## config.mk

```make
export PLATFORM = sky130hd
export DESIGN_NAME = byte_store_master
export DESIGN_NICKNAME = d
export VERILOG_FILES = /design/src/rtl/byte_store_master_pkg.sv /design/src/rtl/byte_store_master_lane_asm.sv /design/src/rtl/byte_store_master.sv
export SDC_FILE = /design/constraint.sdc
export NUM_CORES = 1
export LEC_CHECK = 0
export BUFFER_PORTS_ARGS = -buffer_cell sky130_fd_sc_hd__buf_2
export CORE_MARGIN = 8
export CORE_UTILIZATION = 40
export DETAILED_ROUTE_END_ITERATION = 12
export MAX_ROUTING_LAYER = met4
export SETUP_SLACK_MARGIN = 0.02
export SLEW_MARGIN = 20
export SYNTH_ARGS = -nofsm -noshare
export SYNTH_HDL_FRONTEND = slang
export SYNTH_SLANG_ARGS = --single-unit
```

## constraint.sdc

```tcl
create_clock -name clk -period 5.6 [get_ports clk]
set_input_delay 1.12 -clock clk [delete_from_list [all_inputs] [get_ports clk]]
set_output_delay 1.12 -clock clk [all_outputs]
set_load 0.02 [all_outputs]
```

## src/rtl/byte_store_master_pkg.sv

```systemverilog
// Shared types and helpers for the byte-wide store master.
package byte_store_master_pkg;

   localparam int BYTE_W     = 8;
   // Widest host word the lane helper accepts (8 bytes).
   localparam int MAX_WORD_W = 64;

   typedef logic [2:0] state_t;

   localparam state_t IDLE  = 3'd0;
   localparam state_t WRITE = 3'd1;
   localparam state_t READ  = 3'd2;
   localparam state_t DRAIN = 3'd3;
   localparam state_t RESP  = 3'd4;

   // Little-endian byte lane idx of a (zero-extended) word.
   function automatic logic [BYTE_W-1:0] lane_byte(input logic [MAX_WORD_W-1:0] w,
                                                   input int unsigned idx);
      return w[idx*BYTE_W +: BYTE_W];
   endfunction

endpackage

```

## src/rtl/byte_store_master_lane_asm.sv

```systemverilog
// Builds the response word one captured byte at a time.
module byte_lane_assembler
   import byte_store_master_pkg::*;
#(
   parameter int WORD_BYTES = 4,
   parameter int IDX_W      = $clog2(WORD_BYTES)
) (
   input  logic                         clk,
   input  logic                         rst,
   input  logic                         clr,
   input  logic                         cap_en,
   input  logic [IDX_W-1:0]             lane_idx,
   input  logic [BYTE_W-1:0]            cap_byte,
   output logic [BYTE_W*WORD_BYTES-1:0] word
);

   // Clear on a new request, otherwise drop the captured byte into its lane.
   always_ff @(posedge clk) begin
      if (rst || clr)
         word <= '0;
      else if (cap_en)
         word[lane_idx*BYTE_W +: BYTE_W] <= cap_byte;
   end

endmodule

```

## src/rtl/byte_store_master.sv

```systemverilog
// Word-level host request -> sequence of byte accesses on the store port.
// All outputs are registered; the store's read data is taken one cycle
// after each read strobe.
module byte_store_master
   import byte_store_master_pkg::*;
#(
   parameter int WORD_BYTES = 4,
   parameter int ADDR_W     = 8
) (
   input  logic                         clk,
   input  logic                         rst,
   input  logic                         req_valid,
   output logic                         req_ready,
   input  logic                         req_write,
   input  logic [ADDR_W-1:0]            req_addr,
   input  logic [BYTE_W*WORD_BYTES-1:0] req_wdata,
   output logic                         resp_valid,
   input  logic                         resp_ready,
   output logic [BYTE_W*WORD_BYTES-1:0] resp_rdata,
   output logic                         resp_error,
   output logic [ADDR_W-1:0]            st_addr,
   output logic                         st_write_enable,
   output logic                         st_read_enable,
   output logic [BYTE_W-1:0]            st_data_in,
   input  logic [BYTE_W-1:0]            st_data_out,
   input  logic                         st_output_enable
);

   localparam int WORD_W = BYTE_W*WORD_BYTES;
   localparam int CNT_W  = $clog2(WORD_BYTES);
   localparam logic [CNT_W-1:0] LAST = CNT_W'(WORD_BYTES-1);

   state_t            state;
   logic [CNT_W-1:0]  cnt;
   logic [CNT_W-1:0]  nxt;
   logic [ADDR_W-1:0] addr_q;
   logic [WORD_W-1:0] wdata_q;
   logic              rd_pending;
   logic [CNT_W-1:0]  rd_idx;
   logic              accept;

   // Next byte index and the request handshake.
   always_comb begin
      nxt    = cnt + 1'b1;
      accept = (state == IDLE) && req_valid && req_ready;
   end

   // Control FSM; every output is set one edge ahead of the cycle it is seen.
   always_ff @(posedge clk) begin
      if (rst) begin
         state           <= IDLE;
         req_ready       <= 1'b1;
         resp_valid      <= 1'b0;
         resp_error      <= 1'b0;
         st_addr         <= '0;
         st_write_enable <= 1'b0;
         st_read_enable  <= 1'b0;
         st_data_in      <= '0;
         cnt             <= '0;
         rd_pending      <= 1'b0;
         rd_idx          <= '0;
         addr_q          <= '0;
         wdata_q         <= '0;
      end else begin
         // Read data returns one cycle after the strobe; remember its lane.
         rd_pending <= st_read_enable;
         rd_idx     <= cnt;
         if (st_read_enable && !st_output_enable)
            resp_error <= 1'b1;
         case (state)
            IDLE: begin
               if (accept) begin
                  addr_q     <= req_addr;
                  wdata_q    <= req_wdata;
                  cnt        <= '0;
                  resp_error <= 1'b0;
                  req_ready  <= 1'b0;
                  st_addr    <= req_addr;
                  if (req_write) begin
                     state           <= WRITE;
                     st_write_enable <= 1'b1;
                     st_data_in      <= req_wdata[BYTE_W-1:0];
                  end else begin
                     state          <= READ;
                     st_read_enable <= 1'b1;
                  end
               end
            end
            WRITE: begin
               if (cnt == LAST) begin
                  state           <= RESP;
                  st_write_enable <= 1'b0;
                  st_data_in      <= '0;
                  resp_valid      <= 1'b1;
               end else begin
                  cnt        <= nxt;
                  st_addr    <= addr_q + ADDR_W'(nxt);
                  st_data_in <= lane_byte(MAX_WORD_W'(wdata_q), 32'(nxt));
               end
            end
            READ: begin
               if (cnt == LAST) begin
                  state          <= DRAIN;
                  st_read_enable <= 1'b0;
               end else begin
                  cnt     <= nxt;
                  st_addr <= addr_q + ADDR_W'(nxt);
               end
            end
            DRAIN: begin
               state      <= RESP;
               resp_valid <= 1'b1;
            end
            RESP: begin
               if (resp_ready) begin
                  state      <= IDLE;
                  resp_valid <= 1'b0;
                  req_ready  <= 1'b1;
               end
            end
            default: begin
               state      <= IDLE;
               req_ready  <= 1'b1;
               resp_valid <= 1'b0;
            end
         endcase
      end
   end

   byte_lane_assembler #(
      .WORD_BYTES (WORD_BYTES),
      .IDX_W      (CNT_W)
   ) u_asm (
      .clk      (clk),
      .rst      (rst),
      .clr      (accept),
      .cap_en   (rd_pending),
      .lane_idx (rd_idx),
      .cap_byte (st_data_out),
      .word     (resp_rdata)
   );

endmodule

```

-- Yosys cells after proc, flatten, opt, wreduce, memory -nomap -nowiden
Cells that the tools add are included.
- register bits: 101
- latch bits: 0
- memory bits (writable): 0
- memory bits (read-only): 0
- input bits: 54
- output and inout bits: 53
- word-level logic and storage cells: 87
- memories kept: 0
- $add $sub $neg: 3
- multiply operators: 0
- div/mod/pow operators: 0
- order comparisons: 0
- eq/ne operators: 12
- shift-type cells: 3
- muxes and demuxes: 33
- bitwise operators: 2
- reduce and logical (&&, ||, !) cells: 20
- operator list (kind ; number):
    $shiftx 64x6->8 ; 1
    $mux 8 ; 5
    $neg 5->34 ; 1
    $shift 8x34->32 const A ; 1
    $shiftx 8x34->32 ; 1
    $bwmux 32 ; 1
    $pmux 8 s2 ; 2
    $pmux 3 s5 ; 1
    $mux 1 ; 12
    $mux 3 ; 4
    $ne 2x2->1 const B ; 6
    $reduce_and 3->1 ; 4
    $reduce_and 4->1 ; 3
    $add 8x2->8 ; 1
    $eq 3x2->1 const B ; 2
    $mux 2 ; 3
    $reduce_bool 2->1 ; 3
    $pmux 1 s2 ; 2
    $pmux 1 s4 ; 1
    $pmux 2 s2 ; 1
    $reduce_or 2->1 ; 2
    $eq 3x1->1 const B ; 1
    $eq 3x3->1 const B ; 1
    $logic_and 1x1->1 ; 3
    other kinds (10) ; 11

-- Depth between registers and ports, before layout
Gate-level depths: netlist of run 1.
- depth after elaboration: 5
- gate-level depth with buffers: 8

-- By module
From an unflattened synthesis of run 1, not the netlist that was laid out.
- cell total of the unflattened synthesis: 501
- area, all modules: 4361.7 µm²
- modules (own cells, without submodules) (module ; instances ; cells each ; area an instance (µm²)):
    byte_store_master ; 1 ; 358 ; 3030.4
    byte_lane_assembler ; 1 ; 143 ; 1331.3

-- Worst setup path after synthesis of run 1
Ideal clock, no wire load.
- kind: input-to-reg
- start point: input port req_valid
- end point: register st_addr[7]
- data arrival time: 2.091 ns
- required time: 5.478 ns
- setup slack: 3.387 ns
- cell stages on the path: 5
- buffers on the path: 1
- cell sequence: and4bb_1 -> and2_1 -> buf_2 -> or2_1 -> a311o_1
- cells in the longest elaborated chain, start to end: 4
- ends and longest elaborated chain (element ; RTL line ; source):
    start: declaration ; byte_store_master.sv:12 ; input logic req_valid,
    $logic_and 1x1->1 (2 in series) ; byte_store_master.sv:45 ; accept = (state == IDLE) && req_valid && req_ready;
    $ne 2x1->1 (no source line) ; -- ;
    $reduce_and 3->1 (no source line) ; -- ;
    end signal: assignment ; byte_store_master.sv:78 ; st_addr <= req_addr;
    end signal: assignment ; byte_store_master.sv:97 ; st_addr <= addr_q + ADDR_W'(nxt);
    end signal: assignment ; byte_store_master.sv:107 ; st_addr <= addr_q + ADDR_W'(nxt);
    end: declaration ; byte_store_master.sv:21 ; output logic [ADDR_W-1:0] st_addr,
Every way passes these cells.
A chain may end at the register's enable or synchronous reset.

-- Final worst setup path of run 1
- start point: register cnt[0]
- end point: register st_addr[4]
- cells in the longest elaborated chain, start to end: 4
- elaborated cells on any way between the ends: 7
- ends and longest elaborated chain (element ; RTL line ; source):
    start: declaration ; byte_store_master.sv:34 ; logic [CNT_W-1:0] cnt;
    start signal: assignment ; byte_store_master.sv:96 ; cnt <= nxt;
    start signal: assignment ; byte_store_master.sv:106 ; cnt <= nxt;
    $add 2x1->2 ; byte_store_master.sv:44 ; nxt = cnt + 1'b1;
    $add 8x2->8 ; byte_store_master.sv:97, byte_store_master.sv:107 ;
    $mux 8 ; byte_store_master.sv:90, byte_store_master.sv:102 ;
    $pmux 8 s2 ; byte_store_master.sv:70 ; case (state)
Parallel ways exist; a longest one is shown, timed or not. The select of a mux whose other input is x is not followed.

==> out/qor.tcl, run 1 <==
set qor(clock_power_share_pct) 28.3
set qor(final_core_util_pct) 48.2
set qor(sequential_fraction_of_the_synthesis_area_pct) 48.2
set qor(clock.fmax_ghz) 0.407
set qor(setup_tns_ns) 0
set qor(tritoncts) {yes}
set qor(cts-hold-fix-buffers) 0
set qor(commonest_cells_after_routing_fill_and_taps_aside) {nand2_1 (107), buf_2 (106), dfxtp_1 (101), a21oi_1 (57), nor2_1 (44)}
set qor(critical-path-slowest-cell) {dfxtp_1}
set qor(dr_total_vias) 3732
set qor(first_global_vias) 3579
set qor(category_of_the_most_critical_setup_path) {register to register}
set qor(insertedDiodeCount) 0
set qor(final_layout_size_suffix_gt1_share_pct) 24.7
set qor(groute.usage.overall_pct) 16.0
set qor(switching_power_uw) 500
set qor(place_area_mm2) 0.00477
set qor(drv.max_cap_violation_count) 0
set qor(arrival_ns) 2.72
set qor(final_hold_violating_endpoints) 0
set qor(row_count) 37
set qor(clockBufferDepth) 2
set qor(synth-edff-count) 0
set qor(critical_path_required_ns) 5.86
set qor(firstDrtPassIters) 4
set qor(worst_supply_voltage_drop_on_vdd_uv) 132
set qor(critical_path.top_delay_family) {adder cells}
set qor(cts_resized) 0
set qor(clock-skew-final_ns) 0.0144
set qor(die-height_um) 118
set qor(place.gp.congestion) 0.765
set qor(rsz0062_at_grt) {no}
set qor(pin_count) 107
set qor(detailedPlacementHpwl_mm) 8.03
set qor(clk_latency_ns) 0.37
set qor(initial_detailed_routing_violation_count) 339
set qor(slew-limit-headroom_pct) 42.9
set qor(timing.final.setup_violations) 0
set qor(hold_path.startpoint) {st_addr[2]}
set qor(cts.reportedPaths.clkPinSlew_ns) 0.10
set qor(status) {finished, final reports clean}
set qor(cell_internal_pwr_mw) 1.05
set qor(core_area_mm2) 0.0103
set qor(swShare_pct) 32.2
set qor(hold-worst-slack_ns) 0.456
set qor(ys_seq_elements) 101
set qor(tritoncts.num_buffers) 9
set qor(avgViaCountPerCell) 5.27
set qor(synthesis.nets) 543
set qor(beginning_of_the_worst_register_to_register_path) {cnt[0]}
set qor(synth_cell_types) 48
set qor(layout_commonest_cell) {nand2_1}
set qor(grt_max_degree) 73
set qor(cp.buffers_inverters) 0
set qor(cts_setup_buffers) 0
set qor(layoutNonFillerInstCount) 708
set qor(htree_levels) 3
set qor(hold_path_class) {register to register}
set qor(port-buffer-count) 106
set qor(filler_cell_count) 1042
set qor(yosys_warnings) 0
set qor(post_synth_instance_area_mm2) 0.00420
set qor(multi_input_comb_area_mm2) 0.00200
set qor(final_max_slew_viol_count) 0
set qor(async_flop_share_pct) 0
set qor(power_density_mw_per_mm2) 313
set qor(routed_wirelength_mm) 11.3
set qor(wire_per_inst_um) 15.9
set qor(syn_inst) 480
set qor(critical_path.max_fanout) 11
set qor(fin_area_mm2) 0.00496
set qor(syn-mean-instance-area_um2) 8.74
set qor(grt_antenna_before_repair) 0
set qor(critical_path.max_stage_delay_ns) 0.67
set qor(timing_worst_slew_pin_value_ns) 0.856
set qor(cts_num_sinks) 101
set qor(yosys_most_used_dff) {dfxtp_1}
set qor(floorplan.die.width_um) 118
set qor(finalCritPeriodShare_pct) 43.9
set qor(comb_power_share_pct) 19.3
set qor(sequentialPowerShare_pct) 52.3
set qor(area_growth_syn_to_layout_pct) 18.1
set qor(initial_core_util_pct) 40.8
set qor(die_area_mm2) 0.0140
set qor(p_leak_nw) 2.01
set qor(drt.antenna.violating_nets) 0
set qor(critPathLaunchType) {register}
set qor(critical_path_cell_list) {ha_1 > fa_1 > nand3_1 > xnor2_1 > nor3_1 > o41ai_1}
set qor(timing.critical_path.to_type) {register}
set qor(dp_cells) 693
set qor(crit_path_start) {cnt[0]}
set qor(clock-root-buffer) {clkbuf_8}
set qor(shortest_clock_period_the_worst_path_allows_after_layout_ns) 2.46
set qor(globalRouteOverflowTotal) 0
set qor(sequential_cell_area_mm2) 0.00202
set qor(nNetsFinal) 631
set qor(grt_pass1_wl_mm) 18.2
set qor(drcViolationCount) 0
synthesized netlist by cell type (all sizes together), types with 2 or more instances:
cell type	number	area, um2
a21boi	2	15.0
a21oi	57	285
a22oi	33	248
a311oi	11	96.3
a31oi	5	31.3
and3b	2	17.5
buf	19	96.3
clkbuf	13	48.8
dfxtp	101	2020
ha	8	100
inv	7	26.3
mux4	8	180
nand2	107	402
nand3	13	65.1
nand3b	2	15.0
nor2	44	165
nor2b	2	12.5
nor3	6	35.0
nor4	3	37.5
nor4b	2	23.8
o211ai	2	15.0
o21ai	8	40.0
or2	3	18.8
xnor2	4	42.6
layout make-up:
class / count / area share [%]
Inverter: 8 / 0.606
Clock buffer: 9 / 2.50
Tap cell: 136 / 3.43
Timing Repair Buffer: 109 / 11.2
Sequential cell: 101 / 40.8
Clock inverter: 6 / 1.14
Multi-Input combinational cell: 339 / 40.4
power by group through the flow:
| stage | Combinational, mW | Clock, mW | Sequential, mW |
|---|---|---|---|
| 2_1_floorplan | 0.202 | 0 | 0.838 |
| 3_3_place_gp | 0.300 | 0 | 0.828 |
| 3_5_place_dp | 0.303 | 0 | 0.830 |
| 4_1_cts | 0.304 | 0.451 | 0.814 |
| 5_1_grt | 0.333 | 0.481 | 0.821 |
| 6_report | 0.301 | 0.440 | 0.813 |
layer usage:
metal / GRT usage, % / wire length, um / up-vias
met4: 5.85 / 109 / 0
met2: 23.8 / 5090 / 124
met3: 3.47 / 723 / 7
li1: - / - / 1860
met1: 21.0 / 5330 / 1741
met5: - / 0 / -
flip-flops by register name (all words and copies together) (netlist names):
| name | count |
|---|---|
| st_addr | 8 |
| cnt | 2 |
| st_write_enable | 1 |
| rd_idx | 2 |
| addr_q | 8 |
| wdata_q | 32 |
| rd_pending | 1 |
| u_asm.word | 32 |
| resp_error | 1 |
| st_data_in | 8 |
| resp_valid | 1 |
| req_ready | 1 |
| state | 3 |
| st_read_enable | 1 |
worst paths after layout:
check	cells after the start	endpoint	slack [ns]
max reg2reg	6	st_addr[4]	3.14
min reg2reg	2	st_addr[2]	0.46
min	2	st_addr[2]	0.46
max	6	st_addr[4]	3.14
kinds of logic (layout without fill, tap and decap cells):
kind of cell    Yosys count  count (layout)  share of synthesized area [%]
xor+xnor                  5               5                           1.22
compound gates          125             125                           18.8
flops                   101             101                           48.2
fa+ha+maj                 9               9                           2.86
buf+inv                  40             132                           4.17
mux                       9               9                           4.53
simple gates            191             191                           20.2
worst reg2reg max path: cells and delay by family (launching register included):
kind | cells | cell delay [ns]
compound gates | 1 | 0.27
xor+xnor | 1 | 0.12
fa+ha+maj | 2 | 1.12
flops | 1 | 0.67
simple gates | 2 | 0.19
through the flow:
stage / setup slack (ns) / power (mW)
global route: 2.93 / 1.64
CTS: 2.90 / 1.57
detailed placement: 2.49 / 1.13
finish: 3.14 / 1.55
global placement: 2.58 / 1.13
floorplan: 3.39 / 1.04
Note: power is estimated with default switching activity, not from simulation.
==> run 2: changes to the inputs <==
--- a/config.mk
+++ b/config.mk
@@ -10,6 +10,7 @@
 export CORE_UTILIZATION = 40
 export DETAILED_ROUTE_END_ITERATION = 12
 export MAX_ROUTING_LAYER = met4
+export PLACE_DENSITY = 0.65
 export SETUP_SLACK_MARGIN = 0.02
 export SLEW_MARGIN = 20
 export SYNTH_ARGS = -nofsm -noshare
==> constraint.sdc (replaced) <==
create_clock -name clk -period 2.2 [get_ports clk]
set_input_delay 0.44 -clock clk [delete_from_list [all_inputs] [get_ports clk]]
set_output_delay 0.44 -clock clk [all_outputs]
set_load 0.02 [all_outputs]
==> run 2 against run 1 <==
Against the previous run: sequential share of layout area is 1.5 points lower; fmax up 36%; largest power group unchanged; first-iteration DRC count is 24% lower; utilization up 1.8 points; routed wire length shrank 0.34%; critical endpoint is now st_data_in[4]; combinational power grew to 2.8 times the previous value; sequential power grew to 2.5 times the previous value; hold slack worse by 0.16 ns.
==> out/qor.tcl, run 2 (synthesized netlist as in run 1, its figures left out) <==
set qor(status) {finished, final reports clean}
set qor(cts_num_sinks) 101
set qor(port-buffer-count) 106
set qor(critPathLaunchType) {register}
set qor(routed_wirelength_mm) 11.2
set qor(p_leak_nw) 2.12
set qor(clock-skew-final_ns) 0.0151
set qor(crit_path_start) {cnt[1]}
set qor(nNetsFinal) 644
set qor(beginning_of_the_worst_register_to_register_path) {cnt[1]}
set qor(layout_top_registers) {u_asm.word: 32 flops, wdata_q: 32 flops}
set qor(insertedDiodeCount) 0
set qor(layout_commonest_cell) {nand2_1}
set qor(crit_path_end) {st_data_in[4]}
set qor(cts-hold-fix-buffers) 0
set qor(grt_antenna_before_repair) 0
set qor(hold-worst-slack_ns) 0.294
set qor(arrival_ns) 2.04
set qor(tritoncts) {yes}
set qor(r2r-end) {st_data_in[4]}
set qor(cts_resized) 0
set qor(place.gp.congestion) 0.806
set qor(hold_path.startpoint) {req_wdata[18]}
set qor(place_area_mm2) 0.00487
set qor(ff2ff_setup_slack_ns) 0.39
set qor(grt_pass1_wl_mm) 18.9
set qor(final_hold_violating_endpoints) 0
set qor(r2r.worst_path.cells) 5
set qor(clock-root-buffer) {clkbuf_8}
set qor(die_area_mm2) 0.0140
set qor(critical_path_required_ns) 2.43
set qor(hold_path_class) {input pin to register}
set qor(core_area_mm2) 0.0103
set qor(area_growth_syn_to_layout_pct) 22.5
set qor(groute.usage.overall_pct) 16.6
set qor(setup_tns_ns) 0
set qor(drt.antenna.violating_nets) 0
set qor(final_layout_size_suffix_gt1_share_pct) 26.3
set qor(detailedPlacementHpwl_mm) 8.29
set qor(clockBufferDepth) 2
set qor(avgViaCountPerCell) 5.27
set qor(die-height_um) 118
set qor(timing.final.setup_violations) 0
set qor(clock.fmax_ghz) 0.552
set qor(shortest_clock_period_the_worst_path_allows_after_layout_ns) 1.81
set qor(pin_count) 107
set qor(floorplan.die.width_um) 118
set qor(category_of_the_most_critical_setup_path) {register to register}
set qor(row_count) 37
set qor(cts.reportedPaths.clkPinSlew_ns) 0.10
set qor(timing.critical_path.to_type) {register}
set qor(critical_path.max_fanout) 9
set qor(worst_supply_voltage_drop_on_vdd_uv) 438
set qor(cts_setup_buffers) 0
set qor(filler_cell_count) 1024
set qor(multi_input_comb_area_mm2) 0.00200
set qor(timing_worst_slew_pin_value_ns) 0.562
set qor(slew-limit-headroom_pct) 62.5
set qor(first_global_vias) 3808
set qor(drv.max_cap_violation_count) 0
set qor(final_max_slew_viol_count) 0
set qor(finalCritPeriodShare_pct) 82.3
set qor(sequential_cell_area_mm2) 0.00202
set qor(rsz0062_at_grt) {no}
set qor(commonest_cells_after_routing_fill_and_taps_aside) {nand2_1 (107), buf_2 (106), dfxtp_1 (101), a21oi_1 (57), nor2_1 (44)}
set qor(initial_core_util_pct) 40.8
set qor(initial_detailed_routing_violation_count) 258
set qor(htree_levels) 3
set qor(globalRouteOverflowTotal) 0
set qor(fin_area_mm2) 0.00514
set qor(tritoncts.num_buffers) 9
set qor(wire_per_inst_um) 15.5
set qor(dr_total_vias) 3808
set qor(grt_max_degree) 34
set qor(firstDrtPassIters) 4
set qor(drcViolationCount) 0
set qor(power_density_mw_per_mm2) 859
set qor(clk_latency_ns) 0.37
-- run 2: worst max-delay path, cell delays in order (launching register included) --
cell,delay (ns)
dfxtp_1,0.34
ha_1,0.34
buf_4,0.23
mux4_2,0.53
a21oi_1,0.16
a311oi_1,0.07
-- run 2: metrics by stage --
step / total power, mW / instances / util (%) / setup slack, ns
2_1_floorplan: 2.65 / 480 / - / 0.195
3_3_place_gp: 2.90 / 706 / 47.4 / 0.437
3_5_place_dp: 2.92 / 706 / 47.4 / 0.389
4_1_cts: 4.45 / 722 / 50.0 / 0.383
5_1_grt: 4.64 / 722 / 50.0 / 0.228
6_report: 4.42 / 722 / 50.0 / 0.388
-- run 2: final cells by class --
type | instances | area share [%]
sequential | 101 | 39.3
multi-input combinational | 339 | 38.9
timing repair buffer | 122 | 12.7
tap | 136 | 3.31
clock inverter | 7 | 2.82
clock buffer | 9 | 2.41
inverter | 8 | 0.584
-- run 2: power by group --
part / total [mW] / switching [mW] / internal [mW]
Combinational: 0.828 / 0.507 / 0.321
Sequential: 2.05 / 0.0870 / 1.96
Clock: 1.54 / 0.665 / 0.876
-- run 2: worst min-delay path by stage --
stage	endpoint	slack, ns	depth (start not counted)
after floorplan	wdata_q[0]	0.43	2
after global placement	wdata_q[4]	0.44	2
after detailed placement	wdata_q[3]	0.44	2
after CTS	wdata_q[24]	0.28	3
after global routing	wdata_q[8]	0.28	3
final	wdata_q[18]	0.29	3
-- run 2: routing by layer --
metal	GRT usage [%]	part of all wire (%)
met1	21.2	48
met3	4.09	6.4
met2	24.7	43
met5	-	0
met4	6.80	1.8
